--- src/rtl/ram_dc_mmio_if.sv ---
// ram_dc_mmio_if: access port and I/O pins of the cpu15 data-RAM decoder
interface ram_dc_mmio_if #(
    parameter int DATA_W = 16,
    parameter int ADDR_W = 8
);
    logic              req;
    logic              we;
    logic [ADDR_W-1:0] ram_ad_in;
    logic [DATA_W-1:0] ram_data_in;
    logic [DATA_W-1:0] io65_in;
    logic              io65_valid;
    logic              ack;
    logic [ADDR_W-1:0] ram_ad_out;
    logic [DATA_W-1:0] ram_out;
    logic              addr_err;
    logic [DATA_W-1:0] io64_out;
    logic              io64_stb;
    logic              io65_pend;
    modport master (
        output req, we, ram_ad_in, ram_data_in, io65_in, io65_valid,
        input  ack, ram_ad_out, ram_out, addr_err, io64_out, io64_stb, io65_pend
    );
    modport slave (
        input  req, we, ram_ad_in, ram_data_in, io65_in, io65_valid,
        output ack, ram_ad_out, ram_out, addr_err, io64_out, io64_stb, io65_pend
    );
endinterface

--- src/rtl/ram_dc_mmio.sv ---
// ram_dc_mmio: word RAM plus memory-mapped IO64/IO65 ports behind a 3-cycle req/ack access
module ram_dc_mmio #(
    parameter int                DATA_W      = 16,
    parameter int                ADDR_W      = 8,
    parameter int                DEPTH       = 8,
    parameter logic [ADDR_W-1:0] IO_IN_ADDR  = 'h41,
    parameter logic [ADDR_W-1:0] IO_OUT_ADDR = 'h40
) (
    input logic                clk_dc,
    input logic                reset_n,
    ram_dc_mmio_if.slave       bus
);
    localparam int IW = DEPTH > 1 ? $clog2(DEPTH) : 1;
    localparam logic [ADDR_W-1:0] DEPTH_A = ADDR_W'(DEPTH);
    typedef enum logic [1:0] {IDLE, BUSY, RESP} state_t;
    state_t            state, state_nxt;
    logic              c_we;
    logic [ADDR_W-1:0] c_addr;
    logic [DATA_W-1:0] c_data;
    logic [DATA_W-1:0] mem [DEPTH];
    logic [DATA_W-1:0] latch;
    logic              busy, in_ram, is_out, is_in, err;
    logic [IW-1:0]     idx;
    logic [DATA_W-1:0] rd_data;
    always_ff @(posedge clk_dc)
        state <= !reset_n ? IDLE : state_nxt;
    always_comb begin
        state_nxt = state == IDLE ? (bus.req ? BUSY : IDLE) : state == BUSY ? RESP : IDLE;
        busy      = state == BUSY;
        in_ram    = c_addr < DEPTH_A;
        is_out    = c_addr == IO_OUT_ADDR;
        is_in     = c_addr == IO_IN_ADDR;
        idx       = c_addr[IW-1:0];
        err       = !(in_ram || is_out || (is_in && !c_we));
        rd_data   = in_ram ? (c_we ? c_data : mem[idx]) :
                    is_out ? (c_we ? c_data : bus.io64_out) :
                    (is_in && !c_we) ? latch : '0;
    end
    always_ff @(posedge clk_dc) begin
        if (!reset_n) begin
            c_we           <= 1'b0;
            c_addr         <= '0;
            c_data         <= '0;
            mem            <= '{default: '0};
            latch          <= '0;
            bus.io65_pend  <= 1'b0;
            bus.ack        <= 1'b0;
            bus.ram_ad_out <= '0;
            bus.ram_out    <= '0;
            bus.addr_err   <= 1'b0;
            bus.io64_out   <= '0;
            bus.io64_stb   <= 1'b0;
        end else begin
            bus.ack      <= busy;
            bus.addr_err <= busy && err;
            bus.io64_stb <= busy && is_out && c_we;
            if (state == IDLE && bus.req) begin
                c_we   <= bus.we;
                c_addr <= bus.ram_ad_in;
                c_data <= bus.ram_data_in;
            end
            if (busy) begin
                bus.ram_ad_out <= c_addr;
                bus.ram_out    <= rd_data;
                if (in_ram && c_we) mem[idx] <= c_data;
                if (is_out && c_we) bus.io64_out <= c_data;
                if (is_in && !c_we) bus.io65_pend <= 1'b0;
            end
            // a capture on the same edge as an IO65 read wins over the clear
            if (bus.io65_valid) begin
                latch         <= bus.io65_in;
                bus.io65_pend <= 1'b1;
            end
        end
    end
endmodule

--- src/flat_wrapper.sv ---
// flat-port wrapper written by rule: the top's interface ports become plain ports
module ram_dc_mmio_flat 
#(
    parameter int                DATA_W      = 16,
    parameter int                ADDR_W      = 8,
    parameter int                DEPTH       = 8,
    parameter logic [ADDR_W-1:0] IO_IN_ADDR  = 'h41,
    parameter logic [ADDR_W-1:0] IO_OUT_ADDR = 'h40
)
  (clk_dc, reset_n, bus_req, bus_we, bus_ram_ad_in, bus_ram_data_in, bus_io65_in, bus_io65_valid, bus_ack, bus_ram_ad_out, bus_ram_out, bus_addr_err, bus_io64_out, bus_io64_stb, bus_io65_pend);
  ram_dc_mmio_if #(.DATA_W(DATA_W), .ADDR_W(ADDR_W)) bus_i ();
  input logic clk_dc;
  input logic reset_n;
  input wire logic [$bits(bus_i.req)-1:0] bus_req;
  input wire logic [$bits(bus_i.we)-1:0] bus_we;
  input wire logic [$bits(bus_i.ram_ad_in)-1:0] bus_ram_ad_in;
  input wire logic [$bits(bus_i.ram_data_in)-1:0] bus_ram_data_in;
  input wire logic [$bits(bus_i.io65_in)-1:0] bus_io65_in;
  input wire logic [$bits(bus_i.io65_valid)-1:0] bus_io65_valid;
  output wire logic [$bits(bus_i.ack)-1:0] bus_ack;
  output wire logic [$bits(bus_i.ram_ad_out)-1:0] bus_ram_ad_out;
  output wire logic [$bits(bus_i.ram_out)-1:0] bus_ram_out;
  output wire logic [$bits(bus_i.addr_err)-1:0] bus_addr_err;
  output wire logic [$bits(bus_i.io64_out)-1:0] bus_io64_out;
  output wire logic [$bits(bus_i.io64_stb)-1:0] bus_io64_stb;
  output wire logic [$bits(bus_i.io65_pend)-1:0] bus_io65_pend;
  assign bus_i.req = bus_req;
  assign bus_i.we = bus_we;
  assign bus_i.ram_ad_in = bus_ram_ad_in;
  assign bus_i.ram_data_in = bus_ram_data_in;
  assign bus_i.io65_in = bus_io65_in;
  assign bus_i.io65_valid = bus_io65_valid;
  assign bus_ack = bus_i.ack;
  assign bus_ram_ad_out = bus_i.ram_ad_out;
  assign bus_ram_out = bus_i.ram_out;
  assign bus_addr_err = bus_i.addr_err;
  assign bus_io64_out = bus_i.io64_out;
  assign bus_io64_stb = bus_i.io64_stb;
  assign bus_io65_pend = bus_i.io65_pend;
  ram_dc_mmio #(.DATA_W(DATA_W), .ADDR_W(ADDR_W), .DEPTH(DEPTH), .IO_IN_ADDR(IO_IN_ADDR), .IO_OUT_ADDR(IO_OUT_ADDR)) u_core (.clk_dc(clk_dc), .reset_n(reset_n), .bus(bus_i));
endmodule
--- config.mk ---
export PLATFORM = sky130hd
export DESIGN_NAME = ram_dc_mmio_flat
export DESIGN_NICKNAME = d
export VERILOG_FILES = /design/src/rtl/ram_dc_mmio_if.sv /design/src/rtl/ram_dc_mmio.sv /design/src/flat_wrapper.sv
export SDC_FILE = /design/constraint.sdc
export NUM_CORES = 1
export LEC_CHECK = 0
export BUFFER_PORTS_ARGS = -buffer_cell sky130_fd_sc_hd__buf_2
export CAP_MARGIN = 40
export CORE_MARGIN = 1
export CORE_UTILIZATION = 50
export DETAILED_ROUTE_END_ITERATION = 7
export GPL_ROUTABILITY_DRIVEN = 1
export PLACE_DENSITY_LB_ADDON = 0.08
export REMOVE_ABC_BUFFERS = 1
export SETUP_SLACK_MARGIN = 0.02
export SLEW_MARGIN = 25
export SYNTH_ARGS = -nofsm -noshare
export SYNTH_HDL_FRONTEND = slang
export SYNTH_SLANG_ARGS = --single-unit
--- constraint.sdc ---
create_clock -name clk_dc -period 2.6 [get_ports clk_dc]
set_input_delay 0 -clock clk_dc [delete_from_list [all_inputs] [get_ports clk_dc]]
set_output_delay 0 -clock clk_dc [all_outputs]
set_load 0.01 [all_outputs]
==> results_tabular.tex, run 1 <==
\begin{tabular}{lr}
\hline
Metric & Value \\
\hline
\multicolumn{2}{l}{\textbf{Run status}} \\
\quad Outcome & completed \\
\multicolumn{2}{l}{\textbf{Route}} \\
\quad DRC Markers & 0 \\
\quad Average wire per standard cell & around 18 um \\
\quad Routed vias & between 7,000 and 8,000 \\
\quad Initial detailed-routing violation count & 510 \\
\quad Antenna violation net count after detailed routing & 0 \\
\quad Total Routed Length & 26,200 um \\
\quad Average via count per standard cell & around 5.4 \\
\quad 1st-pass router iterations & 5 \\
\multicolumn{2}{l}{\textbf{Run}} \\
\quad Max-cap violations & 0 \\
\multicolumn{2}{l}{\textbf{Clocking}} \\
\quad Sink Count & between 200 and 250 \\
\quad Bufs on Longest Clock Path & 3 \\
\quad Clock latency at the later pin of the worst-skew pair & roughly 0.5 ns \\
\quad Number of H-tree branching levels & 1 \\
\quad CTS clk-pin slew, worst paths & 0.06 ns \\
\quad Clock Tree Root & clkbuf\_16 \\
\quad TritonCTS clock tree & done \\
\quad Number of buffers created by CTS & 23 \\
\multicolumn{2}{l}{\textbf{Setup path}} \\
\quad Sort of element at the start of the critical path & flop \\
\quad Highest net fanout along the worst path & 25 \\
\quad Data arrival time at the worst-slack endpoint & approximately 2.6 ns \\
\quad Required @ worst endpoint & between 2 and 3 ns \\
\quad Category of the most critical setup path & flop to flop \\
\quad Crit path capture type & flop \\
\multicolumn{2}{l}{\textbf{Yosys}} \\
\quad Number of unique standard cell types used by synthesis & 43 \\
\quad Commonest cells in the netlist & nand2\_1, dfxtp\_1, a21boi\_0 \\
\quad Cell with the most instances after synthesis & nand2\_1 \\
\quad Total of flip-flops plus latches after synthesis & between 200 and 250 \\
\quad Largest cells by area after synthesis & dfxtp\_1, nand2\_1, mux2i\_1 \\
\quad Yosys warnings & 0 \\
\quad Prevailing post-synth register cell & dfxtp\_1 \\
\quad Seq/Total Area, Yosys & 0.426 \\
\quad Area of the mapped netlist & roughly 10,000 um\^{}2 \\
\quad Cell type contributing the most total cell area after synthesis & dfxtp\_1 \\
\quad Number of enable-type register cells in the synthesized netlist & 0 \\
\quad Cells after Synth & roughly 1,100 \\
\quad Area share of the leading cell type in the synthesized netlist & 0.426 \\
\quad Async set-or-reset flop fraction in the synthesized netlist & 0 \\
\quad Mean instance size in the synthesized netlist & 9.57 um\^{}2 \\
\multicolumn{2}{l}{\textbf{GRT}} \\
\quad Global-route wire length before repair & a little over 40,000 um \\
\quad Number of global-route vias before repair & 7,362 \\
\quad Total GRT Usage & 0.253 \\
\quad Overflow after GRT & 0 \\
\quad Maximum number of pins on one net before global-route repair & roughly 140 \\
\quad Number of antenna violations at the first check in global routing & 0 \\
\multicolumn{2}{l}{\textbf{STA}} \\
\quad Slew at the pin with the worst max-slew slack & 0.626 ns \\
\quad Final Cycle Share & 0.861 \\
\quad Worst path setup slack after routing & 0.361 ns \\
\quad Highest attainable clock frequency & $\sim$450 MHz \\
\quad Finish-stage setup viols & 0 \\
\quad Final hold violation count & 0 \\
\quad Tmin final & about 2.2 ns \\
\quad Number of pins exceeding their max-slew limit in the final report & 0 \\
\quad Normalized max-slew margin & 0.582 \\
\quad Worst Clk Skew & about 0.006 ns \\
\quad RSZ-0062 raised after global routing & false \\
\multicolumn{2}{l}{\textbf{Power}} \\
\quad Power density relative to cell area & roughly 600 nW/um\^{}2 \\
\quad Design Power & roughly 0.0074 W \\
\quad Worst vdd ir & approximately 0.00048 V \\
\quad Leakage power & between 4 and 5 nW \\
\multicolumn{2}{l}{\textbf{Floorplanning}} \\
\quad Core Area & between 15,000 and 20,000 um\^{}2 \\
\quad Area of the die & 20,800 um\^{}2 \\
\quad Number of rows in the core area & 51 \\
\quad IO Count & 89 \\
\quad Die Wd & 144 um \\
\quad Die extent in y & $\sim$140 um \\
\quad Initial core utilization & 0.514 \\
\multicolumn{2}{l}{\textbf{Cells and area}} \\
\quad Footprint of the flip-flops and latches & 4310 um\^{}2 \\
\quad Multi-input gate area in the final layout & roughly 5300 um\^{}2 \\
\quad Fillcell total & $\sim$1,700 \\
\quad Final Instance Area & 12,000 um\^{}2 \\
\quad Share of post-route cells with drive strength above 1 & 0.231 \\
\quad NumNets Final & 1,204 \\
\quad Synthesis-to-finish area growth & 18.3\% \\
\quad Antenna diode count & 0 \\
\multicolumn{2}{l}{\textbf{Placed design}} \\
\quad Half-perimeter wire length after placement & around 17,000 um \\
\quad Global placement routability congestion & between 0.7 and 0.8 \\
\quad Placement Cell Area & 10,800 um\^{}2 \\
\quad Port buffer count & a little under 90 \\
\quad Worst setup slack after placement & approximately 0.40 ns \\
\multicolumn{2}{l}{\textbf{Min path}} \\
\quad HP Class & input pin to flop \\
\hline
\end{tabular}
-- worst paths after layout --
check	to	slack [ns]	startpoint	cells after the start
max	u_core.mem[31]	0.36	u_core.c_addr[7]	5
min	u_core.bus.io65_pend	0.11	bus_io65_valid	2
max reg2reg	u_core.mem[31]	0.36	u_core.c_addr[7]	5
min reg2reg	u_core.mem[118]	0.45	u_core.mem[118]	2
-- cell families after synthesis --
kind of cell           share of synthesized area
AOI/OAI and AO/OA                          0.143
buffers and inverters                     0.0525
muxes                                      0.167
DFF                                        0.426
and+or+nand+nor                            0.212
-- power by group --
group / leakage [nW] / internal, W / switching (W)
clock network: 0.373 / 0.00203 / 0.00129
logic: 2.53 / 0.000285 / 0.000322
registers: 1.74 / 0.00335 / 0.000116
-- routing by layer --
metal  GRT usage  wire length (um)
met3      0.0278              1160
met4      0.0593               515
met5           0                 0
met2       0.405             11700
met1       0.366             12800
-- worst max-delay path, cell delays in order (launching register included) --
cell,delay (ns)
dfxtp_1,0.36
or4_4,0.78
or4_1,0.55
buf_4,0.24
nand2_1,0.10
a21boi_0,0.08
-- state kept, by name (all words and copies together) (netlist names), 2 cells and up --
name / cells
u_core.mem: 128
u_core.bus.io64_out: 16
u_core.bus.ram_out: 16
u_core.c_data: 16
u_core.latch: 16
u_core.bus.ram_ad_out: 8
u_core.c_addr: 8
u_core.state: 2
-- per-stage QoR --
| stage | hold WS [ns] | utilization | instances | setup TNS [ns] |
|---|---|---|---|---|
| after detailed placement | 0.252 | 0.548 | 1356 | 0 |
| after global routing | 0.126 | 0.608 | 1438 | 0 |
| after global placement | 0.251 | 0.546 | 1355 | 0 |
| final | 0.106 | 0.608 | 1438 | 0 |
| after CTS | 0.0922 | 0.608 | 1438 | 0 |
| after floorplan | 0.117 | - | 956 | -238.53 |
-- area by class of cell --
type	instances	share of cell area
Multi-Input combinational cell	737	0.441
Timing Repair Buffer	178	0.106
Inverter	4	0.00126
Sequential cell	215	0.360
Clock inverter	6	0.00879
Clock buffer	33	0.0546
Tap cell	265	0.0277
-- cells in the final DEF (no fill, tap or decap), types with 23 or more instances in the layout --
cell,synthesis,final
nand2_1,235,235
clkbuf_16,0,23
buf_4,4,45
a21boi_0,97,97
nor2b_1,68,68
buf_2,19,87
dfxtp_1,215,213
nand3_1,32,32
dlygate4sd3_1,0,43
mux4_2,30,30
mux2i_1,84,84
nand2_2,26,26
-- repair_timing --
action / CTS / global route
hold buffers: 43 / 0
buffers inserted: 0 / 0
hold endpoints to repair: 43 / 0
gates resized for setup: 0 / 0
(Power assumes the default switching activity.)
==> run 2: changes to the inputs <==
==> constraint.sdc (replaced) <==
create_clock -name clk_dc -period 2.9 [get_ports clk_dc]
set_input_delay 0 -clock clk_dc [delete_from_list [all_inputs] [get_ports clk_dc]]
set_output_delay 0 -clock clk_dc [all_outputs]
set_load 0.01 [all_outputs]
==> results_tabular.tex, run 2 (synthesis gave the netlist of run 1 again) <==
\begin{tabular}{lr}
\hline
Metric & Value \\
\hline
\multicolumn{2}{l}{\textbf{Run status}} \\
\quad Outcome & completed (unchanged) \\
\multicolumn{2}{l}{\textbf{GRT}} \\
\quad Layer with the highest usage & met2 (unchanged) \\
\quad Total GRT Usage & 0.260 (was 0.253) \\
\quad Overflow after GRT & 0 (unchanged) \\
\quad Global-route wire length before repair & 41,500 um (was 40,600 um) \\
\quad Number of global-route vias before repair & 7,361 (was 7,362) \\
\quad Number of antenna violations at the first check in global routing & 0 (unchanged) \\
\quad Met3 routing resource usage after global routing & 0.0295 (was 0.0278) \\
\quad Fraction of met1 tracks used by global routing & 0.376 (was 0.366) \\
\quad Maximum number of pins on one net before global-route repair & 167 (was 136) \\
\quad Global Route met2 Usage & 0.414 (was 0.405) \\
\multicolumn{2}{l}{\textbf{STA}} \\
\quad Normalized max-slew margin & 0.515 (was 0.582) \\
\quad RSZ-0062 raised after global routing & false (unchanged) \\
\quad Number of pins exceeding their max-slew limit in the final report & 0 (unchanged) \\
\quad Highest attainable clock frequency & 433 MHz (was 447 MHz) \\
\quad Tmin final & 2.31 ns (was 2.24 ns) \\
\quad Slew at the pin with the worst max-slew slack & 0.725 ns (was 0.626 ns) \\
\quad Worst Clk Skew & 0.00929 ns (was 0.00593 ns) \\
\quad Final Cycle Share & 0.796 (was 0.861) \\
\quad Worst path setup slack after routing & 0.592 ns (was 0.361 ns) \\
\quad Final hold violation count & 0 (unchanged) \\
\quad Finish-stage setup viols & 0 (unchanged) \\
\multicolumn{2}{l}{\textbf{Clocking}} \\
\quad Number of buffers created by CTS & 24 (was 23) \\
\quad Bufs on Longest Clock Path & 3 (unchanged) \\
\quad Sink Count & 215 (unchanged) \\
\quad Clock Tree Root & clkbuf\_16 (unchanged) \\
\quad TritonCTS clock tree & done (unchanged) \\
\quad CTS clk-pin slew, worst paths & 0.06 ns (about the same) \\
\quad Clock latency at the later pin of the worst-skew pair & 0.52 ns (was 0.50 ns) \\
\quad Number of H-tree branching levels & 1 (unchanged) \\
\multicolumn{2}{l}{\textbf{Floorplanning}} \\
\quad Initial core utilization & 0.514 (unchanged) \\
\quad Number of rows in the core area & 51 (unchanged) \\
\quad Die extent in y & 144 um (unchanged) \\
\quad IO Count & 89 (unchanged) \\
\quad Core Area & 19,700 um\^{}2 (unchanged) \\
\quad Die Wd & 144 um (unchanged) \\
\quad Area of the die & 20,800 um\^{}2 (unchanged) \\
\multicolumn{2}{l}{\textbf{Power}} \\
\quad Design Power & 0.00679 W (was 0.00739 W) \\
\quad Power density relative to cell area & 566 nW/um\^{}2 (was 618 nW/um\^{}2) \\
\quad Worst vdd ir & 0.000355 V (was 0.000478 V) \\
\quad Leakage power & 4.65 nW (was 4.64 nW) \\
\multicolumn{2}{l}{\textbf{Setup path}} \\
\quad Category of the most critical setup path & flop to flop (unchanged) \\
\quad Sort of element at the start of the critical path & flop (unchanged) \\
\quad Crit path capture type & flop (unchanged) \\
\quad Required @ worst endpoint & 3.30 ns (was 2.99 ns) \\
\quad Highest net fanout along the worst path & 16 (was 25) \\
\quad Data arrival time at the worst-slack endpoint & 2.71 ns (was 2.63 ns) \\
\multicolumn{2}{l}{\textbf{Cells and area}} \\
\quad NumNets Final & 1,198 (was 1,204) \\
\quad Share of post-route cells with drive strength above 1 & 0.229 (was 0.231) \\
\quad Commonest non-fill, non-tap cell in the layout & nand2\_1 (unchanged) \\
\quad Synthesis-to-finish area growth & 18.6\% (was 18.3\%) \\
\quad Largest Register & u\_core.mem (unchanged) \\
\quad Final Instance Area & 12,000 um\^{}2 (about the same) \\
\quad Antenna diode count & 0 (unchanged) \\
\quad End-of-flow core utilization & 0.610 (was 0.608) \\
\quad Leading cell types in the layout, fill and taps excluded & nand2\_1, dfxtp\_1, a21boi\_0 (unchanged) \\
\quad Number of flip-flops in the largest register & 128 (unchanged) \\
\multicolumn{2}{l}{\textbf{Route}} \\
\quad Initial detailed-routing violation count & 463 (was 510) \\
\quad Average wire per standard cell & 19.0 um (was 18.2 um) \\
\quad 1st-pass router iterations & 5 (unchanged) \\
\quad Antenna violation net count after detailed routing & 0 (unchanged) \\
\quad Total Routed Length & 27,200 um (was 26,200 um) \\
\quad Average via count per standard cell & 5.50 (was 5.43) \\
\quad Routed vias & 7,890 (was 7,812) \\
\quad DRC Markers & 0 (unchanged) \\
\multicolumn{2}{l}{\textbf{Min path}} \\
\quad HP Class & input pin to flop (unchanged) \\
\multicolumn{2}{l}{\textbf{Placed design}} \\
\quad Port buffer count & 88 (unchanged) \\
\quad Global placement routability congestion & 0.786 (was 0.799) \\
\quad Worst setup slack after placement & 0.517 ns (was 0.403 ns) \\
\quad Placement Cell Area & 10,700 um\^{}2 (was 10,800 um\^{}2) \\
\quad Half-perimeter wire length after placement & 17,000 um (was 16,700 um) \\
\multicolumn{2}{l}{\textbf{Run}} \\
\quad Max-cap violations & 0 (unchanged) \\
\hline
\end{tabular}
run 2: critical path, cell delays in order (launching register included):
cell and delay (ns):
dfxtp_1 0.35, or4_4 0.70, or4_1 0.74, buf_6 0.25, nand2_1 0.07, a21boi_0 0.08
run 2: stage by stage:
stage,cells,setup TNS [ns],hold slack [ns]
CTS,1432,0,0.0810
finish,1434,0,0.0879
global placement,1346,0,0.253
global route,1434,0,0.0921
detailed placement,1348,0,0.261
floorplan,956,-189.93,0.117
run 2: layout make-up:
cell class | instances | area, um^2
Clock inverter | 4 | 73.8
Timing Repair Buffer | 171 | 1240
Sequential cell | 215 | 4310
Clock buffer | 38 | 744
Inverter | 4 | 15.0
Tap cell | 265 | 332
Multi-Input combinational cell | 737 | 5270
Fill cell | 1694 | 7670
run 2: power by group:
part           internal, W  switching (W)
sequential         0.00300       0.000101
combinational     0.000252       0.000296
clock              0.00193        0.00121
total              0.00518        0.00160
run 2: path summary, 6_finish.rpt:
check	startpoint	to	slack (ns)	cells after the start
worst max register to register	u_core.c_addr[7]	u_core.mem[4]	0.59	5
worst min register to register	u_core.mem[41]	u_core.mem[41]	0.45	2
worst min-delay path	bus_io65_valid	u_core.bus.io65_pend	0.09	2
worst max-delay path	u_core.c_addr[7]	u_core.mem[4]	0.59	5
run 2: timing repair:
action,4_1_cts,5_1_grt
buffers inserted,0,0
hold buffers,42,0
gates resized for setup,0,0
hold endpoints to repair,42,0
run 2: routing by layer:
metal | share of wire | routed length (um)
met1 | 0.49 | 13300
met2 | 0.44 | 12100
met3 | 0.047 | 1280
met4 | 0.021 | 565
met5 | 0 | 0
==> run 3: changes to the inputs <==
--- a/config.mk
+++ b/config.mk
@@ -5,6 +5,7 @@
 export SDC_FILE = /design/constraint.sdc
 export NUM_CORES = 1
 export LEC_CHECK = 0
+export ABC_AREA = 1
 export BUFFER_PORTS_ARGS = -buffer_cell sky130_fd_sc_hd__buf_2
 export CAP_MARGIN = 40
 export CORE_MARGIN = 1
==> constraint.sdc (replaced) <==
create_clock -name clk_dc -period 2.1 [get_ports clk_dc]
set_input_delay 0 -clock clk_dc [delete_from_list [all_inputs] [get_ports clk_dc]]
set_output_delay 0 -clock clk_dc [all_outputs]
set_load 0.01 [all_outputs]
==> results_tabular.tex, run 3 <==
\begin{tabular}{lr}
\hline
Metric & Value \\
\hline
\multicolumn{2}{l}{\textbf{Route}} \\
\quad Routed vias & 10,100 (was 7,890) \\
\quad Initial detailed-routing violation count & 759 (was 463) \\
\quad Average wire per standard cell & 15.4 um (was 19.0 um) \\
\quad Antenna violation net count after detailed routing & 0 (unchanged) \\
\quad Total Routed Length & 30,600 um (was 27,200 um) \\
\quad 1st-pass router iterations & 5 (unchanged) \\
\quad Average via count per standard cell & 5.10 (was 5.50) \\
\quad DRC Markers & 0 (unchanged) \\
\multicolumn{2}{l}{\textbf{STA}} \\
\quad Worst slack on hold paths & 0.138 ns (was 0.0879 ns) \\
\quad Finish-stage setup viols & 0 (unchanged) \\
\quad Highest attainable clock frequency & 517 MHz (was 433 MHz) \\
\quad Tmin final & 1.93 ns (was 2.31 ns) \\
\quad Number of pins exceeding their max-slew limit in the final report & 0 (unchanged) \\
\quad RSZ-0062 raised after global routing & false (unchanged) \\
\quad Final hold violation count & 0 (unchanged) \\
\quad Slew at the pin with the worst max-slew slack & 0.707 ns (was 0.725 ns) \\
\quad Normalized max-slew margin & 0.526 (was 0.515) \\
\quad Worst Clk Skew & 0.00730 ns (was 0.00929 ns) \\
\quad Final Cycle Share & 0.921 (was 0.796) \\
\multicolumn{2}{l}{\textbf{Placed design}} \\
\quad Half-perimeter wire length after placement & 19,200 um (was 17,000 um) \\
\quad Placed cell count & 1,878 (was 1,348) \\
\quad Global placement routability congestion & 0.858 (was 0.786) \\
\quad Placement Cell Area & 10,900 um\^{}2 (was 10,700 um\^{}2) \\
\quad Port buffer count & 88 (unchanged) \\
\multicolumn{2}{l}{\textbf{Power}} \\
\quad Worst vdd ir & 0.000527 V (was 0.000355 V) \\
\quad Combinational Power Share & 0.130 (was 0.081) \\
\quad Cell internal power dissipation & 0.00734 W (was 0.00518 W) \\
\quad Leakage power & 6.28 nW (was 4.65 nW) \\
\quad Relative contribution of the clock network to total power & 0.441 (was 0.462) \\
\quad Switching part of the total & 0.263 (was 0.236) \\
\quad Power density relative to cell area & 800 nW/um\^{}2 (was 566 nW/um\^{}2) \\
\quad Reported net switching power & 0.00261 W (was 0.00160 W) \\
\quad Sequential share of power & 0.429 (was 0.458) \\
\multicolumn{2}{l}{\textbf{Cells and area}} \\
\quad Number of flip-flops in the largest register & 128 (unchanged) \\
\quad NumNets Final & 1,750 (was 1,198) \\
\quad Share of post-route cells with drive strength above 1 & 0.138 (was 0.229) \\
\quad Leading cell types in the layout, fill and taps excluded & nand2\_1, nor2\_1, dfxtp\_1 (was nand2\_1, dfxtp\_1, a21boi\_0) \\
\quad Final Instance Area & 12,400 um\^{}2 (was 12,000 um\^{}2) \\
\quad Largest Register & u\_core.mem (unchanged) \\
\quad Antenna diode count & 0 (unchanged) \\
\quad Number of cells in the finished layout apart from fillers & 1,988 (was 1,434) \\
\quad Commonest non-fill, non-tap cell in the layout & nand2\_1 (unchanged) \\
\quad Synthesis-to-finish area growth & 23.8\% (was 18.6\%) \\
\multicolumn{2}{l}{\textbf{Floorplanning}} \\
\quad Area of the die & 20,700 um\^{}2 (was 20,800 um\^{}2) \\
\quad IO Count & 89 (unchanged) \\
\quad Core Area & 19,600 um\^{}2 (was 19,700 um\^{}2) \\
\quad Initial core utilization & 0.513 (was 0.514) \\
\quad Die Wd & 144 um (about the same) \\
\quad Number of rows in the core area & 51 (unchanged) \\
\quad Die extent in y & 144 um (about the same) \\
\multicolumn{2}{l}{\textbf{Clocking}} \\
\quad Buffers inserted during post-CTS setup optimization & 0 (unchanged) \\
\quad Number of buffers created by CTS & 24 (unchanged) \\
\quad Sink Count & 215 (unchanged) \\
\quad TritonCTS clock tree & done (unchanged) \\
\quad Clock Tree Root & clkbuf\_16 (unchanged) \\
\quad Bufs on Longest Clock Path & 3 (unchanged) \\
\quad Number of H-tree branching levels & 1 (unchanged) \\
\quad CTS clk-pin slew, worst paths & 0.06 ns (about the same) \\
\quad Clock latency at the later pin of the worst-skew pair & 0.52 ns (about the same) \\
\multicolumn{2}{l}{\textbf{Yosys}} \\
\quad Area of the mapped netlist & 10,000 um\^{}2 (was 10,100 um\^{}2) \\
\quad Number of unique standard cell types used by synthesis & 23 (was 43) \\
\quad Cell type contributing the most total cell area after synthesis & dfxtp\_1 (unchanged) \\
\quad Largest cells by area after synthesis & dfxtp\_1, nand2\_1, nor2\_1 (was dfxtp\_1, nand2\_1, mux2i\_1) \\
\quad Prevailing post-synth register cell & dfxtp\_1 (unchanged) \\
\quad Mean instance size in the synthesized netlist & 6.38 um\^{}2 (was 9.57 um\^{}2) \\
\quad Commonest cells in the netlist & nand2\_1, nor2\_1, dfxtp\_1 (was nand2\_1, dfxtp\_1, a21boi\_0) \\
\quad Seq/Total Area, Yosys & 0.428 (was 0.426) \\
\quad Cell with the most instances after synthesis & nand2\_1 (unchanged) \\
\quad Async set-or-reset flop fraction in the synthesized netlist & 0 (unchanged) \\
\quad Area share of the leading cell type in the synthesized netlist & 0.428 (was 0.426) \\
\quad Total of flip-flops plus latches after synthesis & 215 (unchanged) \\
\quad Cells after Synth & 1,574 (was 1,056) \\
\quad Yosys warnings & 0 (unchanged) \\
\quad Number of enable-type register cells in the synthesized netlist & 0 (unchanged) \\
\multicolumn{2}{l}{\textbf{Setup path}} \\
\quad Register-to-register setup slack & 0.17 ns (was 0.59 ns) \\
\quad Reg-to-Reg Start & u\_core.c\_addr[0] (was u\_core.c\_addr[7]) \\
\quad Endpoint of the worst setup timing path & u\_core.bus.ram\_out[7] (was u\_core.mem[4]) \\
\quad Required @ worst endpoint & 2.50 ns (was 3.30 ns) \\
\quad Category of cells accounting for the largest share of critical-path delay & buffers and inverters (was simple AND/OR/NAND/NOR gates) \\
\quad CP cell instances & buf\_4 > buf\_6 > nand2\_1 > o211ai\_1 > nand2\_1 > o21ai\_1 > nand2\_1 > nand2\_1 > a21oi\_2 (was or4\_4 > or4\_1 > buf\_6 > nand2\_1 > a21boi\_0) \\
\quad Number of buffers and inverters on the critical path & 2 (was 1) \\
\quad Worst reg2reg endpoint & u\_core.bus.ram\_out[7] (was u\_core.mem[4]) \\
\quad Critical path launch point & u\_core.c\_addr[0] (was u\_core.c\_addr[7]) \\
\quad Slowest library cell on the worst path & dfxtp\_2 (was or4\_1) \\
\quad Crit path capture type & flop (unchanged) \\
\quad Depth of the worst register-to-register path & 9 (was 5) \\
\quad Data arrival time at the worst-slack endpoint & 2.33 ns (was 2.71 ns) \\
\quad Category of the most critical setup path & flop to flop (unchanged) \\
\quad Count of cell instances traversed by the critical path & 9 (was 5) \\
\quad Most numerous cell on the critical path & nand2\_1 \\
\quad CP peak stage delay & 0.50 ns (was 0.74 ns) \\
\quad Sort of element at the start of the critical path & flop (unchanged) \\
\quad Highest net fanout along the worst path & 37 (was 16) \\
\multicolumn{2}{l}{\textbf{GRT}} \\
\quad Number of global-route vias before repair & 9,219 (was 7,361) \\
\quad Number of antenna violations at the first check in global routing & 0 (unchanged) \\
\quad Global-route wire length before repair & 48,300 um (was 41,500 um) \\
\quad Overflow after GRT & 0 (unchanged) \\
\quad Total GRT Usage & 0.300 (was 0.260) \\
\quad Maximum number of pins on one net before global-route repair & 46 (was 167) \\
\multicolumn{2}{l}{\textbf{Run}} \\
\quad Max-cap violations & 0 (unchanged) \\
\multicolumn{2}{l}{\textbf{Run status}} \\
\quad Outcome & completed (unchanged) \\
\multicolumn{2}{l}{\textbf{Min path}} \\
\quad HP Class & input pin to flop (unchanged) \\
\hline
\end{tabular}
## run 3: changes by cell type after synthesis, sizes merged, moves of 84 or more
cell and change:
nor2 +273, mux2i -84, nand2 +190, nand3 +99, a21oi +95, inv +151
o21ai +96, a21boi -130
## run 3: kinds of logic after synthesis
family / count (synthesis) / share of synthesized area
AO/OA/AOI/OAI: 210 / 0.112
buffers and inverters: 272 / 0.106
flip-flops: 215 / 0.428
AND/OR/NAND/NOR: 877 / 0.354
## run 3: what timing repair did
action / 4_1_cts / 5_1_grt
setup endpoints to repair: 0 / 114
gates resized for setup: 0 / 7
hold buffers: 66 / 0
hold endpoints to repair: 59 / 0
## run 3: cell type report
class | count | area, um^2
Clock buffer | 35 | 743
Clock inverter | 9 | 95.1
Sequential cell | 215 | 4310
Fill cell | 1787 | 7150
Timing Repair Buffer | 218 | 1660
Multi-Input combinational cell | 1087 | 4710
Tap cell | 265 | 332
Inverter | 159 | 597
## run 3: power by group through the flow
stage	clock network (W)	logic, W	registers, W
after floorplan	0	0.000536	0.00441
after global placement	0	0.00115	0.00435
after detailed placement	0	0.00115	0.00435
after CTS	0.00446	0.00126	0.00426
after global routing	0.00461	0.00141	0.00427
final	0.00439	0.00129	0.00427
## run 3: worst min path at each step
stage	startpoint	endpoint	slack, ns	depth (start not counted)
after detailed placement	bus_io65_in[10]	u_core.latch[10]	0.23	3
after global placement	bus_io65_in[6]	u_core.latch[6]	0.22	3
after global routing	bus_io65_valid	u_core.bus.io65_pend	0.19	3
final	bus_io65_valid	u_core.bus.io65_pend	0.14	3
after floorplan	reset_n	u_core.mem[16]	0.12	2
after CTS	bus_io65_valid	u_core.bus.io65_pend	0.11	3
## run 3: worst register-to-register path, stage by stage (launching register included)
cell	delay, ns
dfxtp_2	0.50
buf_4	0.31
buf_6	0.31
nand2_1	0.11
o211ai_1	0.11
nand2_1	0.07
o21ai_1	0.17
nand2_1	0.10
nand2_1	0.09
a21oi_2	0.05
## run 3: routing by layer
layer	up-vias	GRT usage	wire length, um
met5	-	0	0
met4	0	0.0946	805
met3	53	0.0367	2040
met2	361	0.508	13800
met1	4603	0.397	14000
li1	5114	-	-
## run 3: per-stage QoR
step	TNS [ns]	power [W]	setup WS, ns	utilization
2_1_floorplan	-256.81	0.00495	-2.31	-
3_3_place_gp	0	0.00550	0.159	0.557
3_5_place_dp	0	0.00551	0.0902	0.557
4_1_cts	0	0.00998	0.0694	0.633
5_1_grt	0	0.0103	0.0383	0.635
6_report	0	0.00995	0.166	0.635
